`config.mk`:
```
export PLATFORM = sky130hd
export DESIGN_NAME = pipelined_cla_adder
export DESIGN_NICKNAME = d
export VERILOG_FILES = /design/src/rtl/pipelined_cla_adder.sv
export SDC_FILE = /design/constraint.sdc
export NUM_CORES = 1
export LEC_CHECK = 0
export BUFFER_PORTS_ARGS = -buffer_cell sky130_fd_sc_hd__buf_2
export CORE_UTILIZATION = 55
export DETAILED_ROUTE_END_ITERATION = 10
export MAX_ROUTING_LAYER = met4
export PLACE_DENSITY = 0.76
export SYNTH_ARGS = -nofsm -noshare
export SYNTH_HDL_FRONTEND = slang
export SYNTH_SLANG_ARGS = --single-unit
```
`constraint.sdc`:
```
create_clock -name clk -period 4.2 [get_ports clk]
set_input_delay 0.21 -clock clk [delete_from_list [all_inputs] [get_ports clk]]
set_output_delay 0.21 -clock clk [all_outputs]
set_load 0.005 [all_outputs]
```
`src/rtl/pipelined_cla_adder.sv`:
```
// Pipelined carry-lookahead adder/subtractor: each stage resolves GROUPS_PER_STAGE
// 4-bit lookahead groups, with operand skew and sum deskew carried stage to stage.
module pipelined_cla_adder #(
    parameter int WIDTH            = 16,
    parameter int GROUPS_PER_STAGE = 1
) (
    input  logic             clk,
    input  logic             rst,
    input  logic             in_valid,
    output logic             in_ready,
    input  logic [WIDTH-1:0] A,
    input  logic [WIDTH-1:0] B,
    input  logic             Cin,
    input  logic             sub,
    output logic             out_valid,
    input  logic             out_ready,
    output logic [WIDTH-1:0] S,
    output logic             Cout,
    output logic             V
);
    localparam int SBITS  = 4 * GROUPS_PER_STAGE;
    localparam int STAGES = (WIDTH / SBITS > 0) ? WIDTH / SBITS : 1;
    localparam int LAST   = STAGES - 1;

    if ((WIDTH % SBITS) != 0 || WIDTH < 4) begin : g_bad_params
        $error("pipelined_cla_adder: WIDTH must be a nonzero multiple of 4*GROUPS_PER_STAGE");
    end

    // One 4-bit lookahead group: returns {group G, group P, sum[3:0]}.
    function automatic logic [5:0] cla4(input logic [3:0] a, input logic [3:0] b, input logic c0);
        logic [3:0] g;
        logic [3:0] p;
        logic [3:0] c;
        logic       gg;
        g    = a & b;
        p    = a ^ b;
        c[0] = c0;
        c[1] = g[0] | (p[0] & c0);
        c[2] = g[1] | (p[1] & g[0]) | (p[1] & p[0] & c0);
        c[3] = g[2] | (p[2] & g[1]) | (p[2] & p[1] & g[0]) | (p[2] & p[1] & p[0] & c0);
        gg   = g[3] | (p[3] & g[2]) | (p[3] & p[2] & g[1]) | (p[3] & p[2] & p[1] & g[0]);
        return {gg, &p, p ^ c};
    endfunction

    // Group carries are built as sum-of-products over group G/P, not chained.
    function automatic logic [SBITS:0] stage_add(input logic [SBITS-1:0] a,
                                                 input logic [SBITS-1:0] b,
                                                 input logic             cin);
        logic [GROUPS_PER_STAGE-1:0] gg;
        logic [GROUPS_PER_STAGE-1:0] pp;
        logic [GROUPS_PER_STAGE:0]   gc;
        logic [SBITS-1:0]            sum;
        logic [5:0]                  r;
        logic                        t;
        for (int j = 0; j < GROUPS_PER_STAGE; j++) begin
            r     = cla4(a[4*j +: 4], b[4*j +: 4], 1'b0);
            gg[j] = r[5];
            pp[j] = r[4];
        end
        for (int j = 0; j <= GROUPS_PER_STAGE; j++) begin
            gc[j] = cin;
            for (int k = 0; k < j; k++) gc[j] = gc[j] & pp[k];
            for (int k = 0; k < j; k++) begin
                t = gg[k];
                for (int m = k + 1; m < j; m++) t = t & pp[m];
                gc[j] = gc[j] | t;
            end
        end
        for (int j = 0; j < GROUPS_PER_STAGE; j++) begin
            r            = cla4(a[4*j +: 4], b[4*j +: 4], gc[j]);
            sum[4*j +: 4] = r[3:0];
        end
        return {gc[GROUPS_PER_STAGE], sum};
    endfunction

    logic [WIDTH-1:0] a_q   [STAGES];
    logic [WIDTH-1:0] b_q   [STAGES];
    logic [WIDTH-1:0] s_q   [STAGES];
    logic             c_q   [STAGES];
    logic             sub_q [STAGES];
    logic             vld_q [STAGES];
    logic             v_q;

    logic [WIDTH-1:0] a_i   [STAGES];
    logic [WIDTH-1:0] b_i   [STAGES];
    logic [WIDTH-1:0] s_i   [STAGES];
    logic             c_i   [STAGES];
    logic             sub_i [STAGES];
    logic             vld_i [STAGES];
    logic [WIDTH-1:0] s_d   [STAGES];
    logic             c_d   [STAGES];
    logic             v_d;
    logic [SBITS:0]   res;
    logic             adv;

    assign out_valid = vld_q[LAST];
    assign adv       = !out_valid || out_ready;
    assign in_ready  = adv;
    assign S         = s_q[LAST];
    assign Cout      = c_q[LAST] ^ sub_q[LAST];
    assign V         = v_q;

    // Stage 0 sees the operands with B and the carry-in pre-inverted for subtract;
    // later stages see the previous stage's skewed operands and partial sum.
    always_comb begin
        a_i[0]   = A;
        b_i[0]   = B ^ {WIDTH{sub}};
        s_i[0]   = '0;
        c_i[0]   = Cin ^ sub;
        sub_i[0] = sub;
        vld_i[0] = in_valid;
        for (int k = 1; k < STAGES; k++) begin
            a_i[k]   = a_q[k-1];
            b_i[k]   = b_q[k-1];
            s_i[k]   = s_q[k-1];
            c_i[k]   = c_q[k-1];
            sub_i[k] = sub_q[k-1];
            vld_i[k] = vld_q[k-1];
        end
        res = '0;
        for (int k = 0; k < STAGES; k++) begin
            res                     = stage_add(a_i[k][k*SBITS +: SBITS], b_i[k][k*SBITS +: SBITS], c_i[k]);
            s_d[k]                  = s_i[k];
            s_d[k][k*SBITS +: SBITS] = res[SBITS-1:0];
            c_d[k]                  = res[SBITS];
        end
        v_d = (a_i[LAST][WIDTH-1] == b_i[LAST][WIDTH-1]) &&
              (s_d[LAST][WIDTH-1] != a_i[LAST][WIDTH-1]);
    end

    // Whole pipeline advances in lockstep; empty stages still wait for adv.
    always_ff @(posedge clk) begin
        if (rst) begin
            for (int k = 0; k < STAGES; k++) begin
                a_q[k]   <= '0;
                b_q[k]   <= '0;
                s_q[k]   <= '0;
                c_q[k]   <= 1'b0;
                sub_q[k] <= 1'b0;
                vld_q[k] <= 1'b0;
            end
            v_q <= 1'b0;
        end else if (adv) begin
            for (int k = 0; k < STAGES; k++) begin
                a_q[k]   <= a_i[k];
                b_q[k]   <= b_i[k];
                s_q[k]   <= s_d[k];
                c_q[k]   <= c_d[k];
                sub_q[k] <= sub_i[k];
                vld_q[k] <= vld_i[k];
            end
            v_q <= v_d;
        end
    end

endmodule

```
Word level (Yosys, flattened, before mapping)
Memories as Yosys holds them, arrays and structs flattened.
Index checks and enable logic that the tools add are counted.
{ "op_classes": {"n_addsub": 0, "n_mul": 0, "div_mod_pow": 0, "order_cmp": 0, "n_eq_ne": 2, "shift": 0, "n_mux": 29, "bitwise_logic": 139, "n_reduce_logical": 7} }
{ "op_table": {"columns": ["op", "n"], "rows": [
  ["two-way mux 16 bit", 12],
  ["bitwise OR 1 bit", 64],
  ["AND 1 bit", 60],
  ["XOR 4 bit", 8],
  ["two-way mux 1 bit", 17],
  ["AND 4 bit", 4],
  ["AND reduction 4 bit", 4],
  ["XOR 16 bit", 1],
  ["XOR 1 bit", 2],
  ["== test 1 bit", 1],
  ["logical AND 1 bit", 1],
  ["logical NOT 1 bit", 1],
  ["logical OR 1 bit", 1],
  ["inequality test 1 bit", 1]
]} }
{ "word_totals": {"register_bits": 1, "latch_bits": 0, "mem_bits_rw": 204, "rom_bits": 0, "inputBits": 38, "out_inout_bits": 20, "wordCells": 184, "mem_count": 6} }
{ "memory_table": {"columns": ["name", "depth", "word_bits", "read_ports", "rd_clocked_by_memory_dff", "write_ports", "line", "rtl"], "rows": [
  ["a_q", 4, 16, 3, 0, 4, "76", "logic [WIDTH-1:0] a_q [STAGES];"],
  ["b_q", 4, 16, 3, 0, 4, "77", "logic [WIDTH-1:0] b_q [STAGES];"],
  ["s_q", 4, 16, 4, 0, 4, "78", "logic [WIDTH-1:0] s_q [STAGES];"],
  ["c_q", 4, 1, 4, 0, 4, "79", "logic c_q [STAGES];"],
  ["sub_q", 4, 1, 4, 0, 4, "80", "logic sub_q [STAGES];"],
  ["vld_q", 4, 1, 4, 0, 4, "81", "logic vld_q [STAGES];"]
]} }

Logic depth before layout (Yosys ltp)
Gate-level depths: netlist of the first run.
An unclocked memory read counts as a cell.
{ "logic_depth": {"word_depth": 9, "depth_mapped": 8, "mapped_depth_nobuf": 6} }

Least setup slack after synthesis of the first run
Ideal clock, no wire load.
{ "synth_path": {"path_kind": "register to register", "startpoint": "memory vld_q[3][0] (netlist: vld_q[0][3])", "endpoint": "memory a_q[0][10], enable pin", "setup_ns": 0.476, "t_arrival_ns": 2.860, "required_time_ns": 3.724, "setup_slack_ns": 0.864, "path_stages_with_launch": 3, "n_path_buf": 0, "period_less_slack_ns": 3.336, "path_cell_list": "edfxtp_1 > nor2b_2 > nand2b_1"} }
{ "synth_lines": {"columns": ["item", "line"], "rows": [
  ["start: declaration", "81"],
  ["end: declaration", "76"]
]} }

==> results of run 1 <==
[synth_stat cells (all sizes together), types with 2 or more instances]
master  number
fa           4
a211oi       6
nand2        2
buf          5
inv         10
clkbuf       8
nor2        31
nor3         3
a21oi        3
edfxtp     100
xor2        11
a21o         4
xnor2       17
ha          16
and2        69
o21ai        4
o21bai       3
[path summary, 6_finish.rpt]
kind	end	slack (ns)	cells past startpoint
setup / recovery	s_q[0][52]	2.08	3
hold / removal	a_q[0][7]	0.12	2
setup reg to reg	s_q[0][52]	2.08	3
hold reg to reg	V	0.50	2
[area by class of cell]
class	count	area share (%)
repair buffers	58	5.856
flip-flops and latches	101	60.46
inverters	10	0.7508
clock buffers	10	2.553
well taps	102	2.553
multi-input cells	181	27.03
clock inverters	6	0.8008
[registers in the layout (all words and copies together) (netlist names)]
register,count
V,1
a_q,24
b_q,24
c_q,4
s_q,40
sub_q,4
vld_q,4
[report_power, final]
group / switching (mW) / internal [mW] / total [mW]
Clock: 0.319 / 0.214 / 0.533
Sequential: 0.0187 / 1.19 / 1.20
Combinational: 0.0951 / 0.0890 / 0.184
Total: 0.433 / 1.49 / 1.92
[metal layers]
layer  wire [um]  track usage [%]
met5           0                -
met3         227            4.063
met1        2571            18.25
met2        2970            26.31
met4         129            7.161
[per-stage QoR]
step	util (%)	power [mW]	cells	hold slack (ns)
CTS	64.04	1.933	468	0.1152
finish	64.04	1.921	468	0.1212
floorplan	-	1.356	305	0.3935
global placement	61.89	1.404	452	0.4779
global route	64.04	2.001	468	0.1127
detailed placement	61.89	1.416	452	0.4902
[kinds of logic after synthesis]
| kind of cell | synth area share [%] |
|---|---|
| xor gates and xnor gates | 5.910 |
| and+or+nand+nor | 13.84 |
| buffers and inverters | 2.353 |
| DFF | 67.68 |
| adders and majority gates | 6.275 |
| AOI/OAI and AO/OA | 3.950 |
==> impl_metrics.prom, run 1 <==
# TYPE chip_impl_metric gauge
chip_impl_metric{name="total_die_area",unit="um^2"} 8486
chip_impl_info{name="regToRegStartpoint",value="vld_q[0][3]"} 1
chip_impl_metric{name="via_to_cell_ratio",unit=""} 4.915
chip_impl_info{name="hold_class",value="primary input to register"} 1
chip_impl_metric{name="synth_cell_type_count",unit=""} 31
chip_impl_metric{name="start_util",unit="%"} 57.21
chip_impl_metric{name="fin_nets",unit=""} 419
chip_impl_metric{name="synth-seq-area-share",unit="%"} 67.68
chip_impl_metric{name="detail_route.wl_per_cell",unit="um"} 12.60
chip_impl_info{name="ys_top_cells_by_area",value="sky130_fd_sc_hd__edfxtp_1, sky130_fd_sc_hd__and2_1, sky130_fd_sc_hd__ha_1"} 1
chip_impl_metric{name="dpl-instance-area",unit="um^2"} 4832
chip_impl_metric{name="final_worst_path_period_need",unit="ns"} 2.123
chip_impl_metric{name="slew_viol_final",unit=""} 0
chip_impl_metric{name="max_cap_violations",unit=""} 0
chip_impl_metric{name="yosys_warnings",unit=""} 0
chip_impl_info{name="synth.largest_area_cell",value="sky130_fd_sc_hd__edfxtp_1"} 1
chip_impl_metric{name="pre_cts_slack",unit="ns"} 2.019
chip_impl_metric{name="drcViolationCount",unit=""} 0
chip_impl_metric{name="timing.final.setup_violations",unit=""} 0
chip_impl_metric{name="dieWidth",unit="um"} 92.12
chip_impl_metric{name="synth_top_cell_area_share",unit="%"} 67.23
chip_impl_metric{name="ys_async_sr_fraction",unit="%"} 0
chip_impl_metric{name="grt_pass1_vias",unit=""} 2203
chip_impl_info{name="status",value="finished clean"} 1
chip_impl_metric{name="grt_overflow",unit=""} 0
chip_impl_metric{name="floorplan.die.height",unit="um"} 92.12
chip_impl_info{name="dominantRegCellSynth",value="sky130_fd_sc_hd__edfxtp_1"} 1
chip_impl_metric{name="routed_wl",unit="um"} 5898
chip_impl_metric{name="timing_worst_slew_pin_value",unit="ns"} 1.116
chip_impl_metric{name="worst_ep_required_time",unit="ns"} 4.25
chip_impl_info{name="tritoncts_clock_tree",value="done"} 1
chip_impl_info{name="crit_path_start",value="vld_q[0][3]"} 1
chip_impl_metric{name="antenna-diode-count",unit=""} 0
chip_impl_metric{name="min_period_over_period",unit="%"} 50.54
chip_impl_metric{name="post-route-cell-area",unit="um^2"} 5000
chip_impl_metric{name="yosys_register_bits",unit=""} 101
chip_impl_metric{name="syn_to_final_growth",unit="%"} 11.93
chip_impl_metric{name="syn-instance-count",unit=""} 305
chip_impl_metric{name="multi_input_comb_area",unit="um^2"} 1351
chip_impl_metric{name="timing.critical_path.buf_inv",unit=""} 1
chip_impl_metric{name="cts_inserted_buffers",unit=""} 9
chip_impl_metric{name="max-slew-margin-rel",unit="%"} 25.42
chip_impl_metric{name="number_of_top_level_design_ports",unit=""} 58
chip_impl_info{name="worstPathCellList",value="nor2b_2 -> nand2b_4 -> buf_4"} 1
chip_impl_metric{name="peak_per_stage_delay_on_the_critical_path",unit="ns"} 0.77
chip_impl_info{name="critPathLaunchType",value="register"} 1
chip_impl_metric{name="grt_antenna_before_repair",unit=""} 0
chip_impl_info{name="critPathCaptureType",value="register"} 1
chip_impl_metric{name="leakage",unit="nW"} 2.149
chip_impl_info{name="clock-root-buffer",value="sky130_fd_sc_hd__clkbuf_8"} 1
chip_impl_metric{name="final.setup.tns",unit="ns"} 0
chip_impl_metric{name="placementRows",unit=""} 32
chip_impl_metric{name="post-cts-setup-buffers",unit=""} 0
chip_impl_info{name="layout_commonest_cell",value="sky130_fd_sc_hd__edfxtp_1"} 1
chip_impl_metric{name="n_fill_cell",unit=""} 623
chip_impl_metric{name="timing.final.ws_setup",unit="ns"} 2.077
chip_impl_metric{name="share_of_final_layout_standard_cells_stronger_than_drive_strength_1",unit="%"} 21.58
chip_impl_metric{name="synthesis.area",unit="um^2"} 4467
chip_impl_metric{name="pin_count_of_the_biggest_net_entering_global_routing",unit=""} 86
chip_impl_metric{name="detail-route-antenna-nets",unit=""} 0
chip_impl_metric{name="vdd_drop_max",unit="uV"} 155.6
chip_impl_metric{name="powerDensity",unit="nW/um^2"} 384.2
chip_impl_info{name="mostFrequentLayoutCells",value="sky130_fd_sc_hd__edfxtp_1, sky130_fd_sc_hd__and2_1, sky130_fd_sc_hd__buf_2"} 1
chip_impl_metric{name="synth_enable_flop_cells",unit=""} 100
chip_impl_metric{name="grt_usage",unit="%"} 15.88
chip_impl_metric{name="hold_viol",unit=""} 0
chip_impl_metric{name="core_area",unit="um^2"} 7807
chip_impl_info{name="worstSetupPathType",value="register to register"} 1
chip_impl_info{name="setup_repair_after_global_routing_missed_its_margin",value="false"} 1
chip_impl_metric{name="clock_latency",unit="ns"} 0.36
chip_impl_metric{name="worst-endpoint-arrival",unit="ns"} 2.17
chip_impl_info{name="hold_wc_startpoint",value="A[7]"} 1
chip_impl_metric{name="path_max_fanout",unit=""} 85
chip_impl_metric{name="avgSynthCellArea",unit="um^2"} 14.65
chip_impl_metric{name="drt_first_iter_violations",unit=""} 94
chip_impl_metric{name="max_freq",unit="MHz"} 471.1
chip_impl_info{name="cp_top_family",value="simple AND/OR/NAND/NOR gates"} 1
chip_impl_metric{name="largest_clock_skew_in_the_final_design",unit="ns"} 0.01212
chip_impl_metric{name="detailed_place_hpwl",unit="um"} 3873
chip_impl_metric{name="cts.path.max_buffers",unit=""} 2
chip_impl_metric{name="drtPass1Iterations",unit=""} 4
chip_impl_metric{name="route.vias.total",unit=""} 2300
chip_impl_metric{name="numClockSinks",unit=""} 101
chip_impl_metric{name="cts_hold_buf",unit=""} 0
chip_impl_metric{name="htree_num_levels",unit=""} 3
chip_impl_info{name="cp_slowest_cell",value="sky130_fd_sc_hd__nand2b_4"} 1
chip_impl_metric{name="routabilityCongestion",unit=""} 0.7146
chip_impl_metric{name="grt_pass1_wl",unit="um"} 9825
chip_impl_metric{name="numPortBuffers",unit=""} 57
chip_impl_metric{name="area.sequential",unit="um^2"} 3023
chip_impl_metric{name="clk_pin_slew_worst_paths",unit="ns"} 0.09
chip_impl_metric{name="cts_resized",unit=""} 0
chip_impl_metric{name="mappedNetlistNets",unit=""} 363
(Power assumes the default switching activity.)
==> run 2: changes to the inputs <==
--- a/config.mk
+++ b/config.mk
@@ -6,7 +6,7 @@
 export NUM_CORES = 1
 export LEC_CHECK = 0
 export BUFFER_PORTS_ARGS = -buffer_cell sky130_fd_sc_hd__buf_2
-export CORE_UTILIZATION = 55
+export CORE_UTILIZATION = 52
 export DETAILED_ROUTE_END_ITERATION = 10
 export MAX_ROUTING_LAYER = met4
 export PLACE_DENSITY = 0.76
==> constraint.sdc (replaced) <==
create_clock -name clk -period 1.9 [get_ports clk]
set_input_delay 0.095 -clock clk [delete_from_list [all_inputs] [get_ports clk]]
set_output_delay 0.095 -clock clk [all_outputs]
set_load 0.005 [all_outputs]
==> impl_metrics.prom, run 2 (synthesized netlist as in run 1, its figures left out) <==
# TYPE chip_impl_metric gauge
chip_impl_metric{name="timing_worst_slew_pin_value",unit="ns"} 0.7189
chip_impl_metric{name="total_switching_power",unit="mW"} 0.9497
chip_impl_metric{name="max_cap_violations",unit=""} 0
chip_impl_metric{name="drtPass1Iterations",unit=""} 4
chip_impl_metric{name="dp_cells",unit=""} 459
chip_impl_metric{name="detail_route.wl_per_cell",unit="um"} 13.85
chip_impl_metric{name="clock_latency",unit="ns"} 0.36
chip_impl_metric{name="largest_reg_flops",unit=""} 40
chip_impl_metric{name="p_total",unit="mW"} 4.458
chip_impl_info{name="critPathLaunchType",value="register"} 1
chip_impl_metric{name="routed_wl",unit="um"} 6594
chip_impl_metric{name="antenna-diode-count",unit=""} 0
chip_impl_metric{name="numClockSinks",unit=""} 101
chip_impl_info{name="worstSetupPathType",value="register to register"} 1
chip_impl_metric{name="total_die_area",unit="um^2"} 8964
chip_impl_info{name="tritoncts_clock_tree",value="done"} 1
chip_impl_metric{name="vdd_drop_max",unit="uV"} 395.2
chip_impl_info{name="critPathCaptureType",value="register"} 1
chip_impl_metric{name="post-route-cell-area",unit="um^2"} 5122
chip_impl_info{name="reg_top3",value="s_q x40, a_q x24, b_q x24"} 1
chip_impl_metric{name="p_sw_share",unit="%"} 21.30
chip_impl_metric{name="fin_nets",unit=""} 424
chip_impl_metric{name="core_area",unit="um^2"} 8258
chip_impl_metric{name="number_of_top_level_design_ports",unit=""} 58
chip_impl_metric{name="slew_viol_final",unit=""} 0
chip_impl_metric{name="post-cts-setup-buffers",unit=""} 0
chip_impl_metric{name="grt_overflow",unit=""} 0
chip_impl_info{name="setup_repair_after_global_routing_missed_its_margin",value="false"} 1
chip_impl_metric{name="share_of_final_layout_standard_cells_stronger_than_drive_strength_1",unit="%"} 22.91
chip_impl_metric{name="htree_num_levels",unit=""} 3
chip_impl_metric{name="via_to_cell_ratio",unit=""} 4.939
chip_impl_metric{name="drcViolationCount",unit=""} 0
chip_impl_metric{name="leakage",unit="nW"} 2.216
chip_impl_info{name="clock-root-buffer",value="sky130_fd_sc_hd__clkbuf_8"} 1
chip_impl_info{name="status",value="finished clean"} 1
chip_impl_metric{name="placementRows",unit=""} 33
chip_impl_info{name="mostFrequentLayoutCells",value="sky130_fd_sc_hd__edfxtp_1, sky130_fd_sc_hd__and2_1, sky130_fd_sc_hd__buf_2"} 1
chip_impl_metric{name="detail-route-antenna-nets",unit=""} 0
chip_impl_metric{name="final.setup.tns",unit="ns"} 0
chip_impl_metric{name="min_period_over_period",unit="%"} 88.68
chip_impl_metric{name="timing.final.setup_violations",unit=""} 0
chip_impl_metric{name="grt_pass1_vias",unit=""} 2378
chip_impl_metric{name="final_worst_path_period_need",unit="ns"} 1.685
chip_impl_metric{name="worst_ep_required_time",unit="ns"} 2.00
chip_impl_metric{name="max-slew-margin-rel",unit="%"} 51.96
chip_impl_metric{name="grt_antenna_before_repair",unit=""} 0
chip_impl_metric{name="dpl-instance-area",unit="um^2"} 4903
chip_impl_metric{name="hold_viol",unit=""} 0
chip_impl_metric{name="clk_pin_slew_worst_paths",unit="ns"} 0.09
chip_impl_info{name="hold_class",value="primary input to register"} 1
chip_impl_info{name="layout_commonest_cell",value="sky130_fd_sc_hd__edfxtp_1"} 1
chip_impl_metric{name="route.vias.total",unit=""} 2351
chip_impl_info{name="worstPathCellList",value="ha_1 -> a211oi_1 -> o21bai_1 -> a21oi_1 -> nor2_1"} 1
chip_impl_metric{name="internal_power",unit="mW"} 3.509
chip_impl_metric{name="final_cells",unit=""} 476
chip_impl_metric{name="routabilityCongestion",unit=""} 0.7220
chip_impl_metric{name="cts_hold_buf",unit=""} 0
chip_impl_metric{name="clockPowerShare",unit="%"} 30.9
chip_impl_metric{name="largest_clock_skew_in_the_final_design",unit="ns"} 0.01253
chip_impl_metric{name="peak_per_stage_delay_on_the_critical_path",unit="ns"} 0.40
chip_impl_metric{name="cts_inserted_buffers",unit=""} 9
chip_impl_metric{name="start_util",unit="%"} 54.09
chip_impl_metric{name="dieWidth",unit="um"} 94.68
chip_impl_info{name="cp_slowest_cell",value="sky130_fd_sc_hd__edfxtp_1"} 1
chip_impl_metric{name="n_fill_cell",unit=""} 639
chip_impl_metric{name="powerDensity",unit="nW/um^2"} 870.4
chip_impl_metric{name="grt_pass1_wl",unit="um"} 10510
chip_impl_metric{name="hold-worst-slack",unit="ns"} 0.008702
chip_impl_metric{name="cts.path.max_buffers",unit=""} 2
chip_impl_metric{name="syn_to_final_growth",unit="%"} 14.68
chip_impl_metric{name="floorplan.die.height",unit="um"} 94.68
chip_impl_metric{name="numPortBuffers",unit=""} 57
chip_impl_metric{name="path_max_fanout",unit=""} 2
chip_impl_info{name="regMostFlops",value="s_q"} 1
chip_impl_metric{name="combPwrFrac",unit="%"} 9.5
chip_impl_metric{name="worst-endpoint-arrival",unit="ns"} 1.79
chip_impl_metric{name="seqPwrFrac",unit="%"} 59.7
chip_impl_metric{name="max_freq",unit="MHz"} 593.5
chip_impl_metric{name="detailed_place_hpwl",unit="um"} 4012
chip_impl_metric{name="drt_first_iter_violations",unit=""} 151
chip_impl_metric{name="pin_count_of_the_biggest_net_entering_global_routing",unit=""} 72
chip_impl_metric{name="grt_usage",unit="%"} 16.05
## run 2: worst paths after layout
path | from | to | slack, ns | cells past startpoint
setup / recovery | a_q[0][4] | c_q[0][1] | 0.21 | 5
hold / removal | A[15] | a_q[0][15] | 0.009 | 2
hold reg to reg | V | V | 0.50 | 2
setup reg to reg | a_q[0][4] | c_q[0][1] | 0.21 | 5
## run 2: area by class of cell
type | instances | area (um^2) | area share [%]
multi-input combinational | 182 | 1368 | 26.70
tap | 105 | 131.4 | 2.565
inverter | 10 | 37.54 | 0.7328
timing repair buffer | 62 | 360.3 | 7.035
clock buffer | 13 | 158.9 | 3.102
clock inverter | 3 | 43.79 | 0.8549
sequential | 101 | 3023 | 59.01
## run 2: per-stage QoR
step	utilization [%]	worst slack [ns]
final	62.03	0.2150
after floorplan	-	0.02080
after global routing	62.03	0.06881
after detailed placement	59.38	0.006190
after global placement	59.38	0.03348
after CTS	61.89	0.02196
## run 2: what timing repair did
| action | in CTS | in global routing |
|---|---|---|
| gates cloned | 0 | 1 |
| gates resized for setup | 1 | 1 |
| setup endpoints to repair | 3 | 70 |
| pin swaps | 0 | 1 |
## run 2: metal layers
metal | global-route usage [%] | share of wire, %
met1 | 18.68 | 43
met2 | 27.28 | 52
met3 | 2.657 | 4.2
met4 | 7.323 | 1.5
met5 | - | 0
## run 2: power by group through the flow
stage	clock [mW]	combinational [mW]	sequential, mW
floorplan	0	0.294	2.70
global placement	0	0.401	2.71
detailed placement	0	0.421	2.71
CTS	1.39	0.424	2.66
global route	1.46	0.481	2.68
finish	1.38	0.422	2.66
## run 2: worst max-delay path, delay by kind of cell, from the launching register on
kind,cells,cell delay [ns]
AO/OA/AOI/OAI,3,0.65
adder cells (fa/ha/maj),1,0.33
flip-flops,1,0.40
AND/OR/NAND/NOR,1,0.07
==> run 3: changes to the inputs <==
--- a/config.mk
+++ b/config.mk
@@ -6,10 +6,13 @@
 export NUM_CORES = 1
 export LEC_CHECK = 0
 export BUFFER_PORTS_ARGS = -buffer_cell sky130_fd_sc_hd__buf_2
+export CORE_ASPECT_RATIO = 0.75
 export CORE_UTILIZATION = 52
 export DETAILED_ROUTE_END_ITERATION = 10
 export MAX_ROUTING_LAYER = met4
 export PLACE_DENSITY = 0.76
+export REMOVE_ABC_BUFFERS = 1
+export SKIP_CTS_REPAIR_TIMING = 1
 export SYNTH_ARGS = -nofsm -noshare
 export SYNTH_HDL_FRONTEND = slang
 export SYNTH_SLANG_ARGS = --single-unit
==> impl_metrics.prom, run 3 (synthesized netlist as in run 1, its figures left out) <==
# TYPE chip_impl_metric gauge
chip_impl_info{name="status",value="finished clean"} 1
chip_impl_info{name="cp_top_family",value="compound AO/OA/AOI/OAI gates"} 1
chip_impl_metric{name="total_die_area",unit="um^2"} 8969
chip_impl_metric{name="drt_first_iter_violations",unit=""} 59
chip_impl_metric{name="placementRows",unit=""} 28
chip_impl_metric{name="dieWidth",unit="um"} 109.0
chip_impl_metric{name="pin_count_of_the_biggest_net_entering_global_routing",unit=""} 72
chip_impl_info{name="clock-root-buffer",value="sky130_fd_sc_hd__clkbuf_16"} 1
chip_impl_metric{name="cts_inserted_buffers",unit=""} 9
chip_impl_metric{name="hold_depth",unit=""} 2
chip_impl_info{name="critPathLaunchType",value="register"} 1
chip_impl_metric{name="seqPwrFrac",unit="%"} 55.1
chip_impl_metric{name="core_area",unit="um^2"} 8093
chip_impl_metric{name="grt_pass1_wl",unit="um"} 9722
chip_impl_info{name="tritoncts_clock_tree",value="done"} 1
chip_impl_info{name="reg_top3",value="s_q x40, a_q x24, b_q x24"} 1
chip_impl_metric{name="path_max_fanout",unit=""} 3
chip_impl_metric{name="routed_wl",unit="um"} 6119
chip_impl_metric{name="route.vias.total",unit=""} 2248
chip_impl_metric{name="drcViolationCount",unit=""} 0
chip_impl_metric{name="total_switching_power",unit="mW"} 0.9840
chip_impl_metric{name="p_sw_share",unit="%"} 20.37
chip_impl_metric{name="grt_antenna_before_repair",unit=""} 0
chip_impl_metric{name="layout.core_utilization",unit="%"} 64.33
chip_impl_metric{name="timing.critical_path.buf_inv",unit=""} 0
chip_impl_metric{name="combPwrFrac",unit="%"} 8.7
chip_impl_metric{name="hold_viol",unit=""} 0
chip_impl_metric{name="timing_worst_slew_pin_value",unit="ns"} 0.6635
chip_impl_metric{name="worst_ep_required_time",unit="ns"} 1.99
chip_impl_metric{name="start_util",unit="%"} 55.19
chip_impl_info{name="layout_commonest_cell",value="sky130_fd_sc_hd__edfxtp_1"} 1
chip_impl_info{name="worst_min_delay_path_endpoint",value="vld_q[0][0]"} 1
chip_impl_metric{name="grt_overflow",unit=""} 0
chip_impl_metric{name="largest_reg_flops",unit=""} 40
chip_impl_metric{name="via_to_cell_ratio",unit=""} 4.723
chip_impl_metric{name="share_of_final_layout_standard_cells_stronger_than_drive_strength_1",unit="%"} 22.91
chip_impl_info{name="mostFrequentLayoutCells",value="sky130_fd_sc_hd__edfxtp_1, sky130_fd_sc_hd__and2_1, sky130_fd_sc_hd__buf_2"} 1
chip_impl_metric{name="grt_usage",unit="%"} 15.43
chip_impl_info{name="worstPathCellList",value="ha_1 -> a211oi_1 -> o21bai_2 -> xnor2_1 -> nor2_1"} 1
chip_impl_metric{name="final_cells",unit=""} 476
chip_impl_metric{name="detailed_place_hpwl",unit="um"} 3781
chip_impl_metric{name="routabilityCongestion",unit=""} 0.7688
chip_impl_info{name="regMostFlops",value="s_q"} 1
chip_impl_metric{name="internal_power",unit="mW"} 3.847
chip_impl_metric{name="htree_num_levels",unit=""} 3
chip_impl_metric{name="floorplan.die.height",unit="um"} 82.27
chip_impl_metric{name="syn_to_final_growth",unit="%"} 16.55
chip_impl_metric{name="final_worst_path_period_need",unit="ns"} 1.744
chip_impl_metric{name="slew_viol_final",unit=""} 0
chip_impl_info{name="cp_slowest_cell",value="sky130_fd_sc_hd__edfxtp_1"} 1
chip_impl_metric{name="worst-endpoint-arrival",unit="ns"} 1.83
chip_impl_metric{name="max_cap_violations",unit=""} 0
chip_impl_metric{name="numPortBuffers",unit=""} 57
chip_impl_metric{name="numClockSinks",unit=""} 101
chip_impl_info{name="critPathCaptureType",value="register"} 1
chip_impl_metric{name="max-slew-margin-rel",unit="%"} 55.66
chip_impl_info{name="hold_class",value="primary input to register"} 1
chip_impl_info{name="hold_wc_startpoint",value="in_valid"} 1
chip_impl_metric{name="max_freq",unit="MHz"} 573.4
chip_impl_metric{name="largest_clock_skew_in_the_final_design",unit="ns"} 0.008453
chip_impl_metric{name="leakage",unit="nW"} 2.248
chip_impl_metric{name="worst-r2r-setup-slack",unit="ns"} 0.16
chip_impl_metric{name="timing.reg2reg.worst_path_depth",unit=""} 5
chip_impl_info{name="timing.rr.end",value="s_q[0][63]"} 1
chip_impl_metric{name="grt_pass1_vias",unit=""} 2073
chip_impl_metric{name="min_period_over_period",unit="%"} 91.79
chip_impl_metric{name="antenna-diode-count",unit=""} 0
chip_impl_metric{name="path_depth",unit=""} 5
chip_impl_metric{name="dp_cells",unit=""} 459
chip_impl_metric{name="detail_route.wl_per_cell",unit="um"} 12.86
chip_impl_metric{name="hold-worst-slack",unit="ns"} 0.03344
chip_impl_metric{name="detail-route-antenna-nets",unit=""} 0
chip_impl_metric{name="drtPass1Iterations",unit=""} 4
chip_impl_metric{name="clock_latency",unit="ns"} 0.33
chip_impl_metric{name="peak_per_stage_delay_on_the_critical_path",unit="ns"} 0.42
chip_impl_metric{name="clk_pin_slew_worst_paths",unit="ns"} 0.07
chip_impl_metric{name="vdd_drop_max",unit="uV"} 486.1
chip_impl_metric{name="number_of_top_level_design_ports",unit=""} 58
chip_impl_metric{name="fin_nets",unit=""} 424
chip_impl_metric{name="cts.path.max_buffers",unit=""} 2
chip_impl_info{name="worstSetupPathType",value="register to register"} 1
chip_impl_info{name="regToRegStartpoint",value="a_q[0][44]"} 1
chip_impl_metric{name="powerDensity",unit="nW/um^2"} 928.0
chip_impl_info{name="setup_repair_after_global_routing_missed_its_margin",value="false"} 1
chip_impl_metric{name="timing.final.setup_violations",unit=""} 0
chip_impl_metric{name="clockPowerShare",unit="%"} 36.1
-- run 3: power groups by stage --
stage	clock network, mW	logic, mW	registers [mW]
floorplan	0	0.273	2.71
global placement	0	0.403	2.71
detailed placement	0	0.417	2.71
CTS	1.78	0.425	2.67
global route	1.86	0.483	2.68
finish	1.75	0.422	2.66
-- run 3: worst reg2reg max path, stage by stage, from the launching register on --
cell                       delay (ns)
sky130_fd_sc_hd__edfxtp_1        0.42
sky130_fd_sc_hd__ha_1            0.34
sky130_fd_sc_hd__a211oi_1        0.35
sky130_fd_sc_hd__o21bai_2        0.17
sky130_fd_sc_hd__xnor2_1         0.17
sky130_fd_sc_hd__nor2_1          0.06
-- run 3: how the worst max path moves through the flow --
stage / startpoint / to / slack, ns
2_1_floorplan: vld_q[0][3] / a_q[0][10] / -1.44
3_3_place_gp: sub / s_q[0][3] / 0.08
3_5_place_dp: vld_q[0][3] / c_q[0][0] / -0.02
4_1_cts: vld_q[0][3] / c_q[0][0] / -0.03
5_1_grt: b_q[0][44] / s_q[0][63] / 0.04
6_report: a_q[0][44] / s_q[0][63] / 0.16
-- run 3: metal layers --
layer | global-route usage, % | routed length, um
met1 | 20.18 | 2872
met3 | 4.474 | 363
met4 | 7.297 | 49
met2 | 22.33 | 2834
met5 | - | 0
-- run 3: layout make-up --
type / count / area (um^2)
timing repair buffer: 62 / 360.3
fill: 596 / 2887
clock buffer: 10 / 229.0
inverter: 10 / 37.54
tap: 105 / 131.4
multi-input combinational: 182 / 1363
clock inverter: 6 / 62.56
sequential: 101 / 3023
-- run 3: stage by stage --
stage	TNS, ns	setup WS (ns)	power [mW]	area, um^2
after detailed placement	-0.01521	-0.01521	3.130	4903
after global placement	0	0.08323	3.111	4903
after CTS	-0.02591	-0.02591	4.866	5195
after floorplan	-143.57	-1.436	2.978	4399
after global routing	0	0.04386	5.022	5206
final	0	0.1561	4.831	5206
